$ cat config.mk
export PLATFORM = sky130hd
export DESIGN_NAME = shared_adder_arbiter
export DESIGN_NICKNAME = d
export VERILOG_FILES = /design/src/rtl/arb_pkg.sv /design/src/rtl/cla64bit.sv /design/src/rtl/shared_adder_arbiter.sv
export SDC_FILE = /design/constraint.sdc
export NUM_CORES = 1
export LEC_CHECK = 0
export BUFFER_PORTS_ARGS = -buffer_cell sky130_fd_sc_hd__buf_4
export CORE_UTILIZATION = 45
export DETAILED_ROUTE_END_ITERATION = 7
export HOLD_SLACK_MARGIN = 0.05
export PLACE_DENSITY = 0.71
export SLEW_MARGIN = 15
export SYNTH_ARGS = -nofsm -noshare
export SYNTH_HDL_FRONTEND = slang
export SYNTH_SLANG_ARGS = --single-unit
$ cat constraint.sdc
create_clock -name clk -period 9.5 [get_ports clk]
set_clock_uncertainty 0.1 [all_clocks]
set_input_delay 1.9 -clock clk [delete_from_list [all_inputs] [get_ports clk]]
set_output_delay 1.9 -clock clk [all_outputs]
set_load 0.02 [all_outputs]
$ cat src/rtl/arb_pkg.sv
// rtl/arb_pkg.sv - shared types and widths for the shared adder arbiter
package arb_pkg;

    localparam int DATA_W = 64;
    localparam int ID_W   = 1;

    typedef enum logic [1:0] {
        IDLE = 2'd0,
        CALC = 2'd1,
        RESP = 2'd2
    } state_e;

endpackage

$ cat src/rtl/cla64bit.sv
// rtl/cla64bit.sv - 64-bit adder, 4-bit lookahead groups with rippled group carry
module Cla64bit (
    input  logic [63:0] A,
    input  logic [63:0] B,
    output logic [63:0] Sum,
    output logic        overflow
);

    logic [63:0] g;
    logic [63:0] p;
    logic [3:0]  gg;
    logic [3:0]  pp;
    logic [4:0]  c;
    logic        carry;

    assign g = A & B;
    assign p = A ^ B;

    // After the loop, c holds the top group: c[3] is carry into bit 63, c[4] carry out.
    always_comb begin
        carry    = 1'b0;
        gg       = '0;
        pp       = '0;
        c        = '0;
        Sum      = '0;
        for (int k = 0; k < 16; k++) begin
            gg   = g[4*k +: 4];
            pp   = p[4*k +: 4];
            c[0] = carry;
            c[1] = gg[0] | (pp[0] & c[0]);
            c[2] = gg[1] | (pp[1] & gg[0]) | (pp[1] & pp[0] & c[0]);
            c[3] = gg[2] | (pp[2] & gg[1]) | (pp[2] & pp[1] & gg[0])
                 | (pp[2] & pp[1] & pp[0] & c[0]);
            c[4] = gg[3] | (pp[3] & gg[2]) | (pp[3] & pp[2] & gg[1])
                 | (pp[3] & pp[2] & pp[1] & gg[0]) | ((&pp) & c[0]);
            Sum[4*k +: 4] = pp ^ c[3:0];
            carry = c[4];
        end
        overflow = c[3] ^ c[4];
    end

endmodule

$ cat src/rtl/shared_adder_arbiter.sv
// rtl/shared_adder_arbiter.sv - round-robin arbiter sharing one 64-bit adder between two requesters
module shared_adder_arbiter
    import arb_pkg::*;
(
    input  logic              clk,
    input  logic              rst_n,
    input  logic              req0_valid,
    input  logic [DATA_W-1:0] req0_a,
    input  logic [DATA_W-1:0] req0_b,
    output logic              req0_ready,
    input  logic              req1_valid,
    input  logic [DATA_W-1:0] req1_a,
    input  logic [DATA_W-1:0] req1_b,
    output logic              req1_ready,
    output logic              rsp_valid,
    input  logic              rsp_ready,
    output logic [ID_W-1:0]   rsp_id,
    output logic [DATA_W-1:0] rsp_sum,
    output logic              rsp_overflow
);

    state_e            state_q, state_d;
    logic [ID_W-1:0]   last_grant_q, last_grant_d;
    logic [DATA_W-1:0] a_q, a_d;
    logic [DATA_W-1:0] b_q, b_d;
    logic [ID_W-1:0]   id_q, id_d;
    logic              rsp_valid_q, rsp_valid_d;
    logic [DATA_W-1:0] rsp_sum_q, rsp_sum_d;
    logic              rsp_ovf_q, rsp_ovf_d;
    logic [ID_W-1:0]   rsp_id_q, rsp_id_d;

    logic              any_valid;
    logic [ID_W-1:0]   grant;
    logic [DATA_W-1:0] add_sum;
    logic              add_ovf;

    Cla64bit u_cla (
        .A        (a_q),
        .B        (b_q),
        .Sum      (add_sum),
        .overflow (add_ovf)
    );

    // On a tie the requester that did not win last time is served.
    assign any_valid = req0_valid | req1_valid;
    assign grant     = (req0_valid & req1_valid) ? ~last_grant_q : req1_valid;

    always_comb begin
        state_d      = state_q;
        last_grant_d = last_grant_q;
        a_d          = a_q;
        b_d          = b_q;
        id_d         = id_q;
        rsp_valid_d  = rsp_valid_q;
        rsp_sum_d    = rsp_sum_q;
        rsp_ovf_d    = rsp_ovf_q;
        rsp_id_d     = rsp_id_q;
        req0_ready   = 1'b0;
        req1_ready   = 1'b0;
        case (state_q)
            IDLE: begin
                if (rst_n && any_valid) begin
                    req0_ready   = (grant == '0);
                    req1_ready   = (grant != '0);
                    a_d          = (grant != '0) ? req1_a : req0_a;
                    b_d          = (grant != '0) ? req1_b : req0_b;
                    id_d         = grant;
                    last_grant_d = grant;
                    state_d      = CALC;
                end
            end
            CALC: begin
                rsp_sum_d   = add_sum;
                rsp_ovf_d   = add_ovf;
                rsp_id_d    = id_q;
                rsp_valid_d = 1'b1;
                state_d     = RESP;
            end
            RESP: begin
                if (rsp_ready) begin
                    rsp_valid_d = 1'b0;
                    state_d     = IDLE;
                end
            end
            default: state_d = IDLE;
        endcase
    end

    always_ff @(posedge clk) begin
        if (!rst_n) begin
            state_q      <= IDLE;
            last_grant_q <= '1;
            a_q          <= '0;
            b_q          <= '0;
            id_q         <= '0;
            rsp_valid_q  <= 1'b0;
            rsp_sum_q    <= '0;
            rsp_ovf_q    <= 1'b0;
            rsp_id_q     <= '0;
        end else begin
            state_q      <= state_d;
            last_grant_q <= last_grant_d;
            a_q          <= a_d;
            b_q          <= b_d;
            id_q         <= id_d;
            rsp_valid_q  <= rsp_valid_d;
            rsp_sum_q    <= rsp_sum_d;
            rsp_ovf_q    <= rsp_ovf_d;
            rsp_id_q     <= rsp_id_d;
        end
    end

    assign rsp_valid    = rsp_valid_q;
    assign rsp_sum      = rsp_sum_q;
    assign rsp_overflow = rsp_ovf_q;
    assign rsp_id       = rsp_id_q;

endmodule

# [Word level (Yosys, flattened, before mapping)]
# Cells that the tools add are included.
[totals] input_bits=261 rom_bits=0 wordCells=459 register_bits=199 latchBits=0 mem_count=0 out_inout_bits=69 ram_bits=0
[classes] order_cmp=0 add_sub_neg=0 n_mul=0 shifts=0 reduce_logical=21 eq_ne=4 n_mux=12 bitwise=413 div=0
[ops] cell="$and 1x1->1" count=235
[ops] cell="$or 1x1->1" count=157
[ops] cell="$mux 64" count=2
[ops] cell="$and 64x64->64" count=1
[ops] cell="$xor 4x4->4" count=16
[ops] cell="$xor 64x64->64" count=1
[ops] cell="$reduce_and 4->1" count=15
[ops] cell="$mux 1" count=6
[ops] cell="$pmux 2 s3" count=1
[ops] cell="$reduce_and 2->1" count=3
[ops] cell="$mux 2" count=2
[ops] cell="$ne 2x2->1 const B" count=2
[ops] cell="$eq 2x1->1 const B" count=1
[ops] cell="$eq 2x2->1 const B" count=1
[ops] cell="$logic_not 2->1" count=1
[ops] cell="$not 1->1" count=2
[ops] cell="$pmux 1 s2" count=1
[ops] cell="$reduce_bool 2->1" count=1
[ops] cell="$logic_and 1x1->1" count=1
[ops] cell="$xor 1x1->1" count=1

# [Logic depth before layout (Yosys ltp)]
# Gate-level depths: netlist of run 1.
[depth] depth_word=36 depth_mapped=15 ltp_nobuf=13

# [Hierarchy]
# A second synthesis of run 1 with hierarchy kept.
[unflattened] hier_cells=1345 hier_area_um2=10755.3
[by_module_without_submodules] mod="shared_adder_arbiter" n_inst=1 cells_each=1036 seq_area_each_um2=3983.8 area_per_inst_um2=8135.3
[by_module_without_submodules] mod="Cla64bit" n_inst=1 cells_each=309 seq_area_each_um2=0.0 area_per_inst_um2=2620.0

# [Least setup slack after synthesis of run 1]
# No wires, ideal clock.
[synth_path] path_kind="input to output" startpoint="input req1_valid" endpoint="output req0_ready" setup_slack_ns=4.427 arrival_ns=3.073 n_path_buf=2 stages=4 path_cell_list="a21boi_1 -> clkbuf_1 -> buf_1 -> nor2_1"
[synth_via] elab_chain_cells=5 elab_cells_between_ends=7 cone_classes="mux (3); bitwise (3); reduce/logical (1)"
[synth_lines] element="from (decl)" line="shared_adder_arbiter.sv:11" source="input logic req1_valid,"
[synth_lines] element="$and 1x1->1" line="shared_adder_arbiter.sv:46" source="assign grant = (req0_valid & req1_valid) ? ~last_grant_q : req1_valid;"
[synth_lines] element="$mux 1" line="shared_adder_arbiter.sv:46"
[synth_lines] element="$not 1->1" line="shared_adder_arbiter.sv:63" source="req0_ready = (grant == '0);"
[synth_lines] element="$mux 1 *" line="shared_adder_arbiter.sv:62" source="if (rst_n && any_valid) begin"
[synth_lines] element="$mux 1 *" line="shared_adder_arbiter.sv:60" source="case (state_q)"
[synth_lines] element="to (decl)" line="shared_adder_arbiter.sv:10" source="output logic req0_ready,"
# Every way passes the cells marked *; elsewhere a longest branch is shown, timed or not.

# [Worst setup path after layout of run 1]
[layout_path] startpoint="input rst_n" endpoint="output req1_ready"
[layout_via] elab_chain_cells=3
[layout_lines] element="from (decl)" line="shared_adder_arbiter.sv:6" source="input logic rst_n,"
[layout_lines] element="$logic_and 1x1->1" line="shared_adder_arbiter.sv:62"
[layout_lines] element="$mux 1" line="shared_adder_arbiter.sv:62"
[layout_lines] element="$mux 1" line="shared_adder_arbiter.sv:60"
[layout_lines] element="to (decl)" line="shared_adder_arbiter.sv:14" source="output logic req1_ready,"
# Every way passes these cells.

==> results of run 1 <==
## final timing paths
kind | endpoint | slack [ns] | from
max | req1_ready | 3.55 | rst_n
min | rsp_sum[43] | 0.37 | rsp_sum[43]
max reg2reg | rsp_sum[57] | 5.68 | a_q[1]
min reg2reg | rsp_sum[43] | 0.37 | rsp_sum[43]
## cell families after synthesis
logic type,after synthesis,share of synthesized area (%)
adder cells (fa/ha/maj),80,10.0
multiplexers,129,11.5
AND/OR/NAND/NOR,345,13.7
AO/OA/AOI/OAI,313,23.0
flip-flops,199,35.5
XOR/XNOR,37,2.89
buffers and inverters,100,3.36
## layout make-up
class | count | area, sq um | area share (%)
Clock inverter | 13 | 170 | 1.18
Sequential cell | 199 | 3980 | 27.5
Timing Repair Buffer | 336 | 2530 | 17.5
Tap cell | 324 | 405 | 2.80
Inverter | 17 | 68.8 | 0.475
Multi-Input combinational cell | 904 | 6880 | 47.5
Clock buffer | 19 | 443 | 3.06
## metal layers
metal | up-vias | GRT usage, %
met1 | 4523 | 27.8
met2 | 282 | 39.5
li1 | 4919 | -
met4 | 0 | 5.45
met5 | - | 0
met3 | 25 | 5.45
## sequential cells by signal, summed over array words and instances, names as in the netlist
register / flops
a_q: 64
b_q: 64
id_q: 1
last_grant_q: 1
rsp_id: 1
rsp_overflow: 1
rsp_sum: 64
rsp_valid: 1
state_q: 2
## placed cells by master, fill, tap and decap left out, types with 5 or more instances in the layout
cell | Yosys | routed
a21o_1 | 13 | 13
nand3b_1 | 5 | 5
xnor2_1 | 24 | 24
xor2_1 | 13 | 13
nand3_1 | 22 | 22
o21ai_0 | 43 | 43
a21oi_1 | 34 | 34
fa_1 | 16 | 16
o211a_1 | 146 | 146
clkbuf_16 | 0 | 17
inv_1 | 16 | 16
nor2_1 | 27 | 27
and2_1 | 13 | 13
buf_4 | 0 | 335
dfxtp_1 | 199 | 199
nor3_1 | 7 | 7
and3_1 | 5 | 5
a31oi_1 | 5 | 5
nand4_1 | 12 | 12
a21boi_0 | 21 | 21
o21a_1 | 7 | 7
ha_1 | 64 | 64
nand4b_1 | 5 | 5
mux2i_1 | 129 | 129
nand2_1 | 222 | 222
o211ai_1 | 6 | 6
o21bai_1 | 6 | 6
## report_power, final
group	switching (W)	total, W	internal (W)
clock network	0.000331	0.000757	0.000426
logic	0.000292	0.000566	0.000274
registers	0.0000536	0.000967	0.000913
total	0.000677	0.00229	0.00161
## stage by stage
| stage | setup slack, ns | cells | instance area, sq um | power (W) |
|---|---|---|---|---|
| after floorplan | 4.43 | 1203 | 11200 | 0.00134 |
| after global placement | 3.53 | 1780 | 13900 | 0.00154 |
| after detailed placement | 3.50 | 1780 | 13900 | 0.00155 |
| after CTS | 3.49 | 1812 | 14500 | 0.00232 |
| after global routing | 3.32 | 1812 | 14500 | 0.00241 |
| final | 3.55 | 1812 | 14500 | 0.00229 |
## worst min-delay path: cells and delay by family (launching register included)
kind / cells / cell delay (ns)
compound gates: 1 / 0.06
flops: 1 / 0.31
simple gates: 1 / 0.05
==> results.yml, run 1 <==
logic_synthesis:
  synth_top_area_share_pct: 35.5
  async_flop_share_pct: 0
  synth_area_sq_mm: 0.0112
  synthTopCellsByArea: "dfxtp_1, o211a_1, mux2i_1"
  synth-main-ff-cell: "dfxtp_1"
  yosysSeqAreaShare_pct: 35.5
  synth_edf_count: 0
  syn-num-nets: 1544
  ys_warn_count: 0
  yosysTopAreaCell: "dfxtp_1"
  synth_seq_cells: 199
  ys_top_cells_by_count: "nand2_1, dfxtp_1, o211a_1"
  synth.most_common_cell: "nand2_1"
  yosysUniqueCellTypes: 60
  syn-instance-count: 1203
  postSynthAreaPerCell_sq_um: 9.32
global_routing:
  grt_max_degree: 116
  overflow: 0
  grt_use_total_pct: 22.6
  grt_pass1_vias: 9419
  antenna_found_initial: 0
  grt_pass1_wl_microns: 46900
outcome:
  status: "complete, no violations"
clock_network:
  ctsResizeCount: 0
  path_clk_slew_ns: 0.07
  ctsHoldBuffers: 0
  clk_latency_ns: 0.44
  postCtsSetupBuffers: 0
  clockRootBuffer: "clkbuf_16"
  cts_buffer_depth: 2
  cts_buffers: 17
  cts_tree: "done"
  h-tree-depth: 4
  cts.sinks: 199
critical_path:
  worstPathArrival_ns: 3.95
  required_ns: 7.50
  crit_fanout: 115
  critical-path-slowest-cell: "inv_6"
  critPathKind: "in -> out"
  path_buf_inv: 3
  end_kind: "primary output"
  rr_worst_depth: 13
  cp_top_family: "buffers and inverters"
  path_depth: 5
  start_kind: "primary input"
  slowest_delay_ns: 0.62
  path_cells: "buf_6, o211ai_1, inv_6, and2_1, buf_4"
worst_hold_path:
  hold_depth: 2
  worstHoldPathType: "reg -> reg"
route:
  drt_iter0_drc: 450
  detail-route-antenna-nets: 0
  wire_per_inst_microns: 15.9
  drt-vias-per-instance: 5.38
  vias: 9749
  routed_wl_microns: 28800
  wl_met1_microns: 12400
  first_pass_iters: 5
  dr_wl_met2_microns: 14100
  highest_layer: "met4"
  dr_wl_met3_microns: 1760
  drc: 0
die:
  die_h_microns: 160
  initial_core_util_pct: 46.0
  row_count: 57
  dieArea_sq_mm: 0.0256
  core_area_sq_mm: 0.0244
  die_w_microns: 160
  ioPinCount: 330
layout:
  fillers: 2218
  area_delta_synth_final_pct: 29.0
  drive_gt1_share_pct: 25.7
  finish.utilization_pct: 59.3
  diodes: 0
  nNetsFinal: 1816
sta:
  min_period_ns: 5.95
  finalHoldViolCount: 0
  drv_slew: 0
  fin_setup_tns_ns: 0
  fin_crit_sh_pct: 62.7
  setup_violations: 0
  whs_ns: 0.367
  worst_pin_slew_ns: 0.981
  max_freq_mhz: 168
  rsz0062_at_grt: "false"
  max_slew_margin_pct: 34.6
placed_design:
  hpwlAfterDp_microns: 21100
  port_buffers: 329
  place.gp.congestion: 0.815
pwr:
  p_leak_nw: 7.84
  power_density_mw_per_mm2: 158
  ir_worst_vdd_mv: 0.104
job:
  drv_cap: 0
Note: power is estimated with default switching activity, not from simulation.
==> run 2: changes to the inputs <==
==> constraint.sdc (replaced) <==
create_clock -name clk -period 6 [get_ports clk]
set_clock_uncertainty 0.1 [all_clocks]
set_input_delay 1.2 -clock clk [delete_from_list [all_inputs] [get_ports clk]]
set_output_delay 1.2 -clock clk [all_outputs]
set_load 0.02 [all_outputs]
==> run 2 against run 1 <==
  * Via count is 0.65% higher
  * Critical endpoint unchanged
  * Critical path depth stayed put
  * Global-route usage is 0.43 points higher
  * Combinational power is 58% higher
  * Worst setup slack worse by 1.6 ns
  * First-iteration DRC count is 21% higher
  * Total power is 55% higher
==> results.yml, run 2 (synthesis results as in run 1) <==
placed_design:
  port_buffers: 329
  place.gp.congestion: 0.791
  placedCellCount: 1780
  hpwlAfterDp_microns: 21500
layout:
  fillers: 2165
  drive_gt1_share_pct: 25.7
  area_delta_synth_final_pct: 28.8
  finish.utilization_pct: 59.2
  stdcell_count: 1812
  diodes: 0
  nNetsFinal: 1816
  seq_area_sq_mm: 0.00398
  final_cell_mix: "buf_4, nand2_1, dfxtp_1, o211a_1, mux2i_1"
  final_common_cell: "buf_4"
  multi_input_area_sq_mm: 0.00688
pwr:
  ir_worst_vdd_mv: 0.137
  p_total_w: 0.00355
  p_leak_nw: 7.84
  power_density_mw_per_mm2: 246
clock_network:
  clk_latency_ns: 0.43
  clockRootBuffer: "clkbuf_16"
  cts.sinks: 199
  postCtsSetupBuffers: 0
  ctsHoldBuffers: 0
  cts_buffers: 17
  path_clk_slew_ns: 0.07
  cts_buffer_depth: 2
  h-tree-depth: 4
  ctsResizeCount: 0
  cts_tree: "done"
route:
  wire_per_inst_microns: 16.2
  drc: 0
  vias: 9812
  routed_wl_microns: 29400
  drt-vias-per-instance: 5.42
  drt_iter0_drc: 545
  first_pass_iters: 7
  detail-route-antenna-nets: 0
critical_path:
  start_kind: "primary input"
  r2r_setup_slack_ns: 2.21
  required_ns: 4.70
  worstPathArrival_ns: 2.76
  critPathKind: "in -> out"
  crit_fanout: 84
  end_kind: "primary output"
global_routing:
  grt_use_total_pct: 23.0
  grt_pass1_vias: 9535
  antenna_found_initial: 0
  overflow: 0
  grt_max_degree: 129
  grt_pass1_wl_microns: 47600
die:
  dieArea_sq_mm: 0.0256
  initial_core_util_pct: 46.0
  core_area_sq_mm: 0.0244
  die_w_microns: 160
  die_h_microns: 160
  row_count: 57
  ioPinCount: 330
outcome:
  status: "complete, no violations"
sta:
  max_slew_margin_pct: 35.5
  worst_pin_slew_ns: 0.968
  max_freq_mhz: 246
  min_period_ns: 4.06
  drv_slew: 0
  finalHoldViolCount: 0
  fin_crit_sh_pct: 67.7
  rsz0062_at_grt: "false"
  fin_setup_tns_ns: 0
  setup_violations: 0
worst_hold_path:
  worstHoldPathType: "reg -> reg"
job:
  drv_cap: 0
## run 2: worst max-delay path, cell delays in order
cell      delay (ns)
buf_6           0.34
o211ai_1        0.32
inv_6           0.48
and2_1          0.26
buf_4           0.16
## run 2: metrics by stage
step / setup WS, ns / area [sq um] / hold slack [ns]
after global placement: 1.90 / 13900 / 0.353
after CTS: 1.89 / 14400 / 0.369
after detailed placement: 1.89 / 13900 / 0.360
after floorplan: 2.33 / 11200 / 0.338
after global routing: 1.74 / 14400 / 0.384
final: 1.94 / 14400 / 0.366
## run 2: final cells by class
class,count,area share [%]
repair buffers,336,17.6
inverters,17,0.476
clock inverters,10,0.589
well taps,324,2.81
multi-input cells,904,47.6
clock buffers,22,3.35
flip-flops and latches,199,27.6
## run 2: power breakdown
group | internal (W) | leakage [nW] | total [W] | switching, W
logic | 0.000435 | 5.92 | 0.000897 | 0.000462
clock network | 0.000586 | 0.280 | 0.00112 | 0.000533
registers | 0.00145 | 1.64 | 0.00153 | 0.0000870
## run 2: layer usage
| layer | track usage (%) | routed length (microns) | vias up |
|---|---|---|---|
| li1 | - | - | 4908 |
| met1 | 28.1 | 12600 | 4617 |
| met2 | 41.1 | 14900 | 263 |
| met3 | 5.38 | 1660 | 24 |
| met4 | 4.68 | 260 | 0 |
| met5 | 0 | 0 | - |
## run 2: path summary, 6_finish.rpt
kind,from,to,cells past startpoint
worst max-delay path,rst_n,req1_ready,5
worst min-delay path,rsp_sum[56],rsp_sum[56],2
worst max register to register,a_q[1],rsp_sum[57],13
worst min register to register,rsp_sum[56],rsp_sum[56],2
